## src/rtl/fifo_rd_stream.sv

```systemverilog
// fifo_rd_stream: drains an upstream FIFO with 1-cycle read latency into a
// valid/ready stream. A 3-entry skid buffer absorbs in-flight reads so the
// read request never depends on m_ready. Packets of PKT_LEN words are
// delimited with m_last.
module fifo_rd_stream #(
  parameter int FIFO_DWTH = 8,
  parameter int PKT_LEN   = 16
) (
  input  logic                 clk,
  input  logic                 rst,
  input  logic                 fifo_empty,
  output logic                 fifo_rden,
  input  logic [FIFO_DWTH-1:0] fifo_dout,
  input  logic                 fifo_valid,
  output logic [FIFO_DWTH-1:0] m_data,
  output logic                 m_valid,
  input  logic                 m_ready,
  output logic                 m_last,
  output logic                 err_unexp
);

  localparam int WCW = (PKT_LEN > 1) ? $clog2(PKT_LEN) : 1;
  localparam logic [WCW-1:0] WC_LAST = WCW'(PKT_LEN - 1);

  // Control state
  logic [1:0]           r_occ;
  logic                 r_pend;
  logic [1:0]           r_wr_ptr;
  logic [1:0]           r_rd_ptr;
  logic [WCW-1:0]       r_wcnt;
  logic                 r_err;
  logic                 r_rst_d;

  // Data storage (not reset; validity is tracked by r_occ)
  logic [FIFO_DWTH-1:0] r_buf [3];

  logic [2:0]           w_fill;
  logic                 w_valid;
  logic                 w_push;
  logic                 w_pop;
  logic                 w_unexp;

  // Buffer pointers wrap modulo 3.
  function automatic logic [1:0] ptr_inc(input logic [1:0] p);
    return (p == 2'd2) ? 2'd0 : p + 2'd1;
  endfunction

  // Read request looks only at registered fill level, never at m_ready.
  assign w_fill    = {1'b0, r_occ} + {2'b00, r_pend};
  assign fifo_rden = !fifo_empty && !rst && (w_fill <= 3'd2);

  assign w_valid   = (r_occ != 2'd0) && !rst;
  assign w_push    = fifo_valid && r_pend;
  assign w_pop     = w_valid && m_ready;
  // A stray valid right after reset belongs to a read issued before reset;
  // it is dropped silently instead of being flagged.
  assign w_unexp   = fifo_valid && !r_pend && !r_rst_d;

  assign m_valid   = w_valid;
  assign m_data    = w_valid ? r_buf[r_rd_ptr] : '0;
  assign m_last    = w_valid && (r_wcnt == WC_LAST);
  assign err_unexp = r_err && !rst;

  // Occupancy, pointers, pending-read flag and error/reset tracking.
  always_ff @(posedge clk) begin
    if (rst) begin
      r_occ    <= 2'd0;
      r_pend   <= 1'b0;
      r_wr_ptr <= 2'd0;
      r_rd_ptr <= 2'd0;
      r_err    <= 1'b0;
      r_rst_d  <= 1'b1;
    end else begin
      r_pend  <= fifo_rden;
      r_rst_d <= 1'b0;
      if (w_unexp) begin
        r_err <= 1'b1;
      end
      if (w_push) begin
        r_wr_ptr <= ptr_inc(r_wr_ptr);
      end
      if (w_pop) begin
        r_rd_ptr <= ptr_inc(r_rd_ptr);
      end
      case ({w_push, w_pop})
        2'b10:   r_occ <= r_occ + 2'd1;
        2'b01:   r_occ <= r_occ - 2'd1;
        default: r_occ <= r_occ;
      endcase
    end
  end

  // Word position within the packet, advanced per handshake.
  always_ff @(posedge clk) begin
    if (rst) begin
      r_wcnt <= '0;
    end else if (w_pop) begin
      if (r_wcnt == WC_LAST) begin
        r_wcnt <= '0;
      end else begin
        r_wcnt <= r_wcnt + WCW'(1);
      end
    end
  end

  // Skid buffer write at the tail when a requested word returns.
  always_ff @(posedge clk) begin
    if (w_push && !rst) begin
      r_buf[r_wr_ptr] <= fifo_dout;
    end
  end

endmodule
```

## config.mk

```make
export PLATFORM = sky130hd
export DESIGN_NAME = fifo_rd_stream
export DESIGN_NICKNAME = d
export VERILOG_FILES = /design/src/rtl/fifo_rd_stream.sv
export SDC_FILE = /design/constraint.sdc
export NUM_CORES = 1
export LEC_CHECK = 0
export BUFFER_PORTS_ARGS = -buffer_cell sky130_fd_sc_hd__buf_2
export CORE_ASPECT_RATIO = 0.9
export CORE_MARGIN = 3
export CORE_UTILIZATION = 35
export DETAILED_ROUTE_END_ITERATION = 7
export MAX_ROUTING_LAYER = met4
export PLACE_DENSITY_LB_ADDON = 0.1
export SETUP_SLACK_MARGIN = 0.5
export SLEW_MARGIN = 10
export SYNTH_ARGS = -nofsm -noshare
export SYNTH_HDL_FRONTEND = slang
export SYNTH_SLANG_ARGS = --single-unit
```

## constraint.sdc

```tcl
create_clock -name clk -period 6.55 [get_ports clk]
set_input_delay 1.965 -clock clk [delete_from_list [all_inputs] [get_ports clk]]
set_output_delay 1.965 -clock clk [all_outputs]
set_load 0.01 [all_outputs]
```

==> results of run 1 <==
## registers in the layout, summed over array words and instances, names as in the netlist, named ones only
register  flops
r_rd_ptr      2
r_err         1
r_wcnt        4
r_occ         2
r_rst_d       1
r_pend        1
r_wr_ptr      2
r_buf        24
## cells in the final DEF, fill, tap and decap left out, types with 2 or more instances in the layout
master and instances:
nor2_1 16, ha_1 5, inv_1 3, buf_2 24, edfxtp_1 24, buf_4 3, nand4b_1 2, dfxtp_1 15
nor4b_1 2, nand3_1 3, nor2b_1 2, mux2i_1 10, nand2b_1 3, a22o_1 2, nand2_1 2, nor3_1 2
a21oi_1 5, mux2_2 8, clkbuf_8 6
## logic make-up after synthesis
| kind of cell | count (synthesis) | synth area share (%) |
|---|---|---|
| simple gates | 37 | 11.7 |
| fa+ha+maj | 5 | 3.84 |
| flops | 39 | 62.7 |
| compound gates | 13 | 6.53 |
| mux | 18 | 11.7 |
| buf+inv | 8 | 2.46 |
| xor+xnor | 2 | 1.08 |
## area by class of cell
| type | instances | area, sq um |
|---|---|---|
| Timing Repair Buffer | 27 | 143 |
| Clock inverter | 2 | 35.0 |
| Inverter | 4 | 17.5 |
| Tap cell | 60 | 75.1 |
| Multi-Input combinational cell | 75 | 567 |
| Sequential cell | 39 | 1020 |
| Clock buffer | 6 | 82.6 |
| Fill cell | 403 | 2330 |
## per-stage QoR
stage | setup WS [ps] | cells
6_report | 1810 | 213
5_1_grt | 1740 | 213
4_1_cts | 1800 | 213
3_5_place_dp | 1800 | 205
3_3_place_gp | 1830 | 205
2_1_floorplan | 2110 | 122
## routing by layer
metal | share of wire (%) | vias to the layer above
li1 | - | 510
met1 | 45 | 483
met2 | 48 | 22
met3 | 5.1 | 4
met4 | 1.3 | 0
met5 | 0 | -
## worst register-to-register path: stages, from the launching register on
cell and delay [ps]:
dfxtp_1 370, o21bai_4 350, inv_4 90, and2_1 250, ha_1 340, or3_1 360, a21oi_1 160
## power breakdown
part	switching (W)	internal [W]
logic	0.0000181	0.0000166
registers	0.00000604	0.000266
clock network	0.0000809	0.000123
## worst max path at each step
stage | cells past startpoint | to | slack, ps | from
final | 4 | m_last | 1810 | rst
after global routing | 4 | m_data[1] | 1740 | rst
after CTS | 4 | m_last | 1800 | rst
after global placement | 4 | m_data[3] | 1830 | rst
after detailed placement | 4 | m_last | 1800 | rst
after floorplan | 2 | fifo_rden | 2110 | rst
==> impl_metrics.yaml, run 1 <==
logic_synthesis:
  synthTopCellsByCount: "edfxtp_1 (24), nor2_1 (16), dfxtp_1 (15), mux2i_1 (10), mux2_2 (8)"
  ys.warnings.count: 0
  synth_area_leaders: "edfxtp_1 (44%), dfxtp_1 (18%), mux2i_1 (6.1%)"
  syn-num-nets: 140
  yosysMostFrequentCell: "edfxtp_1"
  syn_avg_cell_area_sq_um: 13.3
  synth_top_flop_cell: "edfxtp_1"
  synth_top_area_share_pct: 44.3
  ys_seq_area_share_pct: 62.7
  synth.largest_area_cell: "edfxtp_1"
  netlist_area_sq_mm: 0.00163
  synth_edf_count: 24
  syn_inst: 122
  postSynth.asyncResetShare_pct: 0
  yosysUniqueCellTypes: 32
  synth_seq_cells: 39
routing:
  wl_per_cell_um: 13.9
  final_antenna_net_count: 0
  vias: 1019
  drc: 0
  drtPass1Iterations: 4
  drtIter0Drc: 59
  via_per_inst: 4.78
  drt-total-wl_mm: 2.97
cells_and_area:
  nNetsFinal: 170
  fin_area_sq_mm: 0.00194
  drive_gt1_share_pct: 30.7
  area_growth_pct: 19.2
  final_util_pct: 45.5
  n_antenna_cell: 0
grt:
  grt_usage_pct: 12.0
  grt_max_degree: 19
  grt-ovfl-total: 0
  grt_pass1_wl_mm: 4.84
  grt-busiest-layer: "met2"
  grtUsageMet1_pct: 13.8
  grt_pass1_vias: 1019
  grt_use_met3_pct: 4.07
  antenna_found_initial: 0
  use_met2_pct: 19.1
clock_network:
  cts_tree: "built"
  cts_max_path_buffers: 2
  cts.sinks: 39
  clk-insertion-delay-late_ps: 290
  post_cts_resized: 0
  ctsHoldBuffers: 0
  cts_buffers: 5
  cts-root-buf: "clkbuf_8"
  cts.htree.levels: 2
  path_clk_slew_ps: 70
  cts_setup_buffers: 0
timing:
  fmax_ghz: 0.211
  setup_viol: 0
  post-route-min-period_ps: 4740
  rsz0062_at_grt: "false"
  tightest_slew_ps: 788
  skew_ps: 6.25
  fin_tns_setup_ps: 0
  hold_slack_ps: 479
  drv_slew: 0
  finalHoldViolCount: 0
  fin_crit_sh_pct: 72.3
  slew_headroom_pct: 46.7
hold_path:
  holdPathEnd: "r_err"
  min_path_type: "reg -> reg"
  hold_start: "r_err"
  whs_path_depth: 2
floorplanning:
  initial_core_util_pct: 38.2
  core_area_sq_mm: 0.00427
  ios: 25
  rows: 22
  die_h_um: 70.7
  die-area_sq_mm: 0.00551
  dieWidth_um: 77.9
power:
  finalPower_w: 0.000510
  p_leak_nw: 0.733
  ir_worst_vdd_uv: 107
  p_per_area_mw_per_mm2: 263
setup_path:
  critPathMaxStageDelay_ps: 280
  cp_top_family: "buffers and inverters"
  endpoint_kind: "output port"
  worstPathRequired_ps: 4590
  crit_slowest_cell: "buf_2"
  r2r_slack_ps: 4550
  arrival_ps: 2770
  cp_num_buf_inv: 2
  path_common_cell: "buf_2"
  critPathKind: "in -> out"
  reg2reg_depth: 6
  r2r_start: "r_occ[1]"
  path_max_fanout: 18
  crit_chain: "buf_2 -> o21bai_4 -> nor2_1 -> buf_2"
  r2r_end: "r_occ[1]"
  cp-start-kind: "primary input"
placed_design:
  io_buffers: 24
  globalplace.congestion: 0.798
  place_hpwl_mm: 2.08
  place_area_sq_mm: 0.00182
run_status:
  status: "completed"
flow_run:
  drv_cap: 0
Note: power is estimated with default switching activity, not from simulation.
==> inputs of run 2 (changes only) <==
==> constraint.sdc (replaced) <==
create_clock -name clk -period 4.5 [get_ports clk]
set_input_delay 1.35 -clock clk [delete_from_list [all_inputs] [get_ports clk]]
set_output_delay 1.35 -clock clk [all_outputs]
set_load 0.01 [all_outputs]
==> impl_metrics.yaml, run 2 (synthesis gave the netlist of run 1 again) <==
placed_design:
  globalplace.congestion: 0.793
  io_buffers: 24
  place_area_sq_mm: 0.00182
  place_hpwl_mm: 2.05
power:
  finalPower_w: 0.000783
  p_per_area_mw_per_mm2: 400
  ir_worst_vdd_uv: 238
  p_leak_nw: 0.737
timing:
  fin_tns_setup_ps: 0
  tightest_slew_ps: 844
  post-route-min-period_ps: 3500
  finalHoldViolCount: 0
  fmax_ghz: 0.286
  fin_crit_sh_pct: 77.8
  skew_ps: 6.82
  rsz0062_at_grt: "false"
  drv_slew: 0
  setup_viol: 0
  hold_slack_ps: 497
  slew_headroom_pct: 42.9
clock_network:
  cts_tree: "built"
  clk-insertion-delay-late_ps: 290
  path_clk_slew_ps: 70
  cts.htree.levels: 2
  cts_max_path_buffers: 2
  cts-root-buf: "clkbuf_8"
  ctsHoldBuffers: 0
  cts.sinks: 39
  cts_buffers: 5
  cts_setup_buffers: 0
  post_cts_resized: 0
hold_path:
  whs_path_depth: 2
  min_path_type: "reg -> reg"
  hold_start: "r_wcnt[1]"
  holdPathEnd: "r_wcnt[1]"
setup_path:
  worstPathRequired_ps: 3150
  endpoint_kind: "output port"
  r2r_slack_ps: 2530
  critPathMaxStageDelay_ps: 280
  r2r_start: "r_occ[1]"
  critPathKind: "in -> out"
  path_max_fanout: 18
  crit_chain: "buf_2 -> o21bai_4 -> nor2_1 -> buf_2"
  critPathLaunch: "rst"
  cp-start-kind: "primary input"
  reg2reg_depth: 6
  cp_top_family: "buffers and inverters"
  crit_slowest_cell: "o21bai_4"
  path_common_cell: "buf_2"
  r2r_end: "r_occ[1]"
  arrival_ps: 2150
  cp_num_buf_inv: 2
cells_and_area:
  largest_register_ff_count: 24
  layout_common_cells: "buf_2 (24), edfxtp_1 (24), nor2_1 (16)"
  top_register: "r_buf"
  fin_area_sq_mm: 0.00196
  top_regs: "r_buf x24, r_wcnt x4"
  nNetsFinal: 170
  area.sequential_sq_mm: 0.00102
  drive_gt1_share_pct: 30.1
  multiInputGateArea_sq_um: 567
  area_growth_pct: 20.1
  n_antenna_cell: 0
  final_util_pct: 45.8
  fillers: 414
grt:
  grt_pass1_wl_mm: 4.87
  grt_usage_pct: 12.0
  grt-ovfl-total: 0
  antenna_found_initial: 0
  grt_pass1_vias: 988
  grt_max_degree: 19
routing:
  drtPass1Iterations: 4
  drc: 0
  final_antenna_net_count: 0
  vias: 989
  wl_per_cell_um: 13.7
  via_per_inst: 4.64
  drtIter0Drc: 68
  drt-total-wl_mm: 2.91
floorplanning:
  rows: 22
  die_h_um: 70.7
  ios: 25
  core_area_sq_mm: 0.00427
  die-area_sq_mm: 0.00551
  initial_core_util_pct: 38.2
  dieWidth_um: 77.9
flow_run:
  drv_cap: 0
run_status:
  status: "completed"
run 2: cell types whose count changed in the layout (fill, tap and decap cells not counted):
cell	change
clkinv_2	-1
bufinv_16	+1
clkbuf_1	+1
clkbuf_8	-1
run 2: per-stage QoR:
step	instances	worst slack, ps
floorplan	122	1290
detailed placement	205	984
global route	213	899
CTS	213	985
global placement	205	1020
finish	213	1000
run 2: layout make-up:
cell class,count,area share [%]
clock buffers,6,3.71
clock inverters,2,3.07
inverters,4,0.896
multi-input cells,75,29.0
flip-flops and latches,39,52.2
well taps,60,3.84
repair buffers,27,7.29
run 2: how the worst max path moves through the flow:
stage | endpoint | slack (ps) | cells after the start
6_report | m_data[1] | 1000 | 4
4_1_cts | m_data[1] | 980 | 4
5_1_grt | m_data[1] | 900 | 4
2_1_floorplan | fifo_rden | 1290 | 2
3_5_place_dp | m_data[1] | 980 | 4
3_3_place_gp | m_data[3] | 1020 | 4
run 2: per-layer routing:
layer	track usage (%)	up-vias	wire [um]
met2	18.3	21	1400
met1	14.8	462	1360
li1	-	501	-
met5	-	-	0
met4	4.94	0	40
met3	3.69	5	114
run 2: worst reg2reg max path, stage by stage, from the launching register on:
cell and delay, ps:
dfxtp_1 370, o21bai_4 350, inv_4 90, and2_1 260
ha_1 350, or3_1 350, a21oi_1 140
run 2: report_power, final:
part	total, W	internal, W	switching, W
registers	0.000395	0.000387	0.00000875
clock network	0.000337	0.000222	0.000116
logic	0.0000503	0.0000241	0.0000261
==> inputs of run 3 (changes only) <==
--- a/config.mk
+++ b/config.mk
@@ -5,6 +5,7 @@
 export SDC_FILE = /design/constraint.sdc
 export NUM_CORES = 1
 export LEC_CHECK = 0
+export ABC_AREA = 1
 export BUFFER_PORTS_ARGS = -buffer_cell sky130_fd_sc_hd__buf_2
 export CORE_ASPECT_RATIO = 0.9
 export CORE_MARGIN = 3
==> constraint.sdc (replaced) <==
create_clock -name clk -period 3.15 [get_ports clk]
set_input_delay 0.945 -clock clk [delete_from_list [all_inputs] [get_ports clk]]
set_output_delay 0.945 -clock clk [all_outputs]
set_load 0.01 [all_outputs]
==> impl_metrics.yaml, run 3 <==
run_status:
  status: "completed"
clock_network:
  cts.sinks: 39
  cts-root-buf: "clkbuf_8"
  cts.htree.levels: 2
  cts_max_path_buffers: 2
  clk-insertion-delay-late_ps: 280
  cts_buffers: 5
  cts_tree: "built"
  path_clk_slew_ps: 70
hold_path:
  whs_path_depth: 1
  min_path_type: "reg -> reg"
  holdPathEnd: "r_err"
  hold_start: "r_err"
routing:
  vias: 1152
  drc: 0
  drtIter0Drc: 60
  final_antenna_net_count: 0
  drtPass1Iterations: 2
  drt-total-wl_mm: 2.91
  via_per_inst: 4.61
  wl_per_cell_um: 11.6
grt:
  grt_pass1_wl_mm: 4.93
  grt-ovfl-total: 0
  grt_max_degree: 17
  antenna_found_initial: 0
  grt_pass1_vias: 1047
  grt_usage_pct: 11.8
logic_synthesis:
  netlist_area_sq_mm: 0.00162
  syn-num-nets: 169
  synth_edf_count: 24
  syn_avg_cell_area_sq_um: 10.7
  synth.largest_area_cell: "edfxtp_1"
  synth_area_leaders: "edfxtp_1 (45%), dfxtp_1 (19%), nand2_1 (7.7%)"
  syn_inst: 151
  yosysMostFrequentCell: "nand2_1"
  ys.warnings.count: 0
  synth_top_area_share_pct: 44.6
  yosysUniqueCellTypes: 25
  synth_top_flop_cell: "edfxtp_1"
  ys_seq_area_share_pct: 63.2
  synthTopCellsByCount: "nand2_1 (33), edfxtp_1 (24), dfxtp_1 (15), inv_1 (12), nor2_1 (11)"
  synth_seq_cells: 39
  postSynth.asyncResetShare_pct: 0
timing:
  tightest_slew_ps: 552
  drv_slew: 0
  post-route-min-period_ps: 2610
  slew_headroom_pct: 63.2
  fin_crit_sh_pct: 82.9
  setup_ws_ps: 538
  fmax_ghz: 0.383
  skew_ps: 3.95
  rsz0062_at_grt: "true"
  fin_tns_setup_ps: 0
  finalHoldViolCount: 0
  setup_viol: 0
power:
  p_leak_nw: 0.779
  pwr-share-clk_pct: 33.1
  power_frac_seq_pct: 58.1
  combPwrFrac_pct: 8.7
  ir_worst_vdd_uv: 301
  internal-power_w: 0.000740
  swShare_pct: 23.0
  p_per_area_mw_per_mm2: 487
  switchingPower_w: 0.000222
floorplanning:
  dieWidth_um: 77.6
  rows: 22
  die_h_um: 70.5
  core_area_sq_mm: 0.00427
  initial_core_util_pct: 37.9
  die-area_sq_mm: 0.00547
  ios: 25
setup_path:
  worstPathRequired_ps: 2200
  r2r_start: "r_occ[1]"
  r2r_slack_ps: 1770
  arrival_ps: 1670
  critPathKind: "in -> out"
  endpoint_kind: "output port"
  path_max_fanout: 5
  reg2reg_depth: 7
  cp-start-kind: "primary input"
  r2r_end: "r_occ[1]"
cells_and_area:
  n_antenna_cell: 0
  top_register: "r_buf"
  drive_gt1_share_pct: 27.4
  top_regs: "r_buf x24, r_wcnt x4"
  nNetsFinal: 207
  largest_register_ff_count: 24
  area_growth_pct: 22.3
  fillers: 428
  final_common_cell: "nand2_1"
  layout_common_cells: "nand2_1 (33), edfxtp_1 (24), buf_2 (23)"
placed_design:
  dp_slack_ps: 307
  io_buffers: 24
  place_hpwl_mm: 2.03
  globalplace.congestion: 0.731
flow_run:
  drv_cap: 0
run 3: cell types whose count changed after synthesis, moves of 5 or more:
cell and change:
mux2i_1 -10, nand2_1 +31, a31oi_1 +9, inv_1 +9
nor2_1 -5, mux2_2 -8, o21ai_1 +7
run 3: power by group through the flow:
stage / sequential, W / clock (W) / combinational [W]
after floorplan: 0.000568 / 0 / 0.0000493
after global placement: 0.000570 / 0 / 0.0000700
after detailed placement: 0.000571 / 0 / 0.0000715
after CTS: 0.000559 / 0.000329 / 0.0000779
after global routing: 0.000560 / 0.000351 / 0.0000949
final: 0.000559 / 0.000319 / 0.0000839
run 3: worst max-delay path, cell delays in order:
cell	delay, ps
buf_12	110
nor2_4	110
buf_6	130
o21ai_1	60
a31oi_1	160
buf_2	160
run 3: worst max-delay path by stage:
stage,start,to,slack [ps]
after floorplan,rst,m_data[0],510
after global placement,rst,m_data[0],300
after detailed placement,rst,m_data[0],310
after CTS,rst,m_data[0],500
after global routing,rst,m_data[5],440
final,rst,m_data[0],540
run 3: cell type report:
type / count / area (sq um) / share of cell area (%)
Sequential cell: 39 / 1020 / 51.7
Clock inverter: 3 / 15.0 / 0.760
Clock buffer: 5 / 68.8 / 3.48
Tap cell: 60 / 75.1 / 3.80
Timing Repair Buffer: 35 / 225 / 11.4
Multi-Input combinational cell: 95 / 520 / 26.3
Inverter: 13 / 48.8 / 2.47
run 3: routing by layer:
| metal | wire length [um] | up-vias | GRT usage (%) |
|---|---|---|---|
| li1 | - | 599 | - |
| met1 | 1520 | 523 | 16.4 |
| met2 | 1230 | 23 | 16.4 |
| met3 | 118 | 7 | 3.35 |
| met4 | 43 | 0 | 4.15 |
| met5 | 0 | - | - |
run 3: timing repair:
item | CTS | global route
hold buffers | 0 | 0
resized for setup | 3 | 5
endpoints found under the hold margin | 0 | 0
buffers inserted | 3 | 5
pin swaps | 1 | 1
endpoints found under the setup margin | 8 | 9
run 3: logic make-up (layout without fill, tap and decap cells):
logic type,count (synthesis),after routing,synth area share (%)
buffers and inverters,17,56,4.80
xor gates and xnor gates,2,2,1.08
adders and majority gates,5,5,3.87
DFF,39,39,63.2
AOI/OAI and AO/OA,27,27,10.3
and+or+nand+nor,61,61,16.7
run 3: stage by stage:
step / std cells / power, W / cell area [sq um] / hold WS [ps] / util [%]
floorplan: 151 / 0.000617 / 1620 / 441 / -
global placement: 234 / 0.000640 / 1800 / 456 / 42.3
detailed placement: 234 / 0.000642 / 1800 / 458 / 42.3
CTS: 245 / 0.000966 / 1920 / 476 / 45.0
global route: 250 / 0.00101 / 1980 / 511 / 46.3
finish: 250 / 0.000962 / 1980 / 472 / 46.3
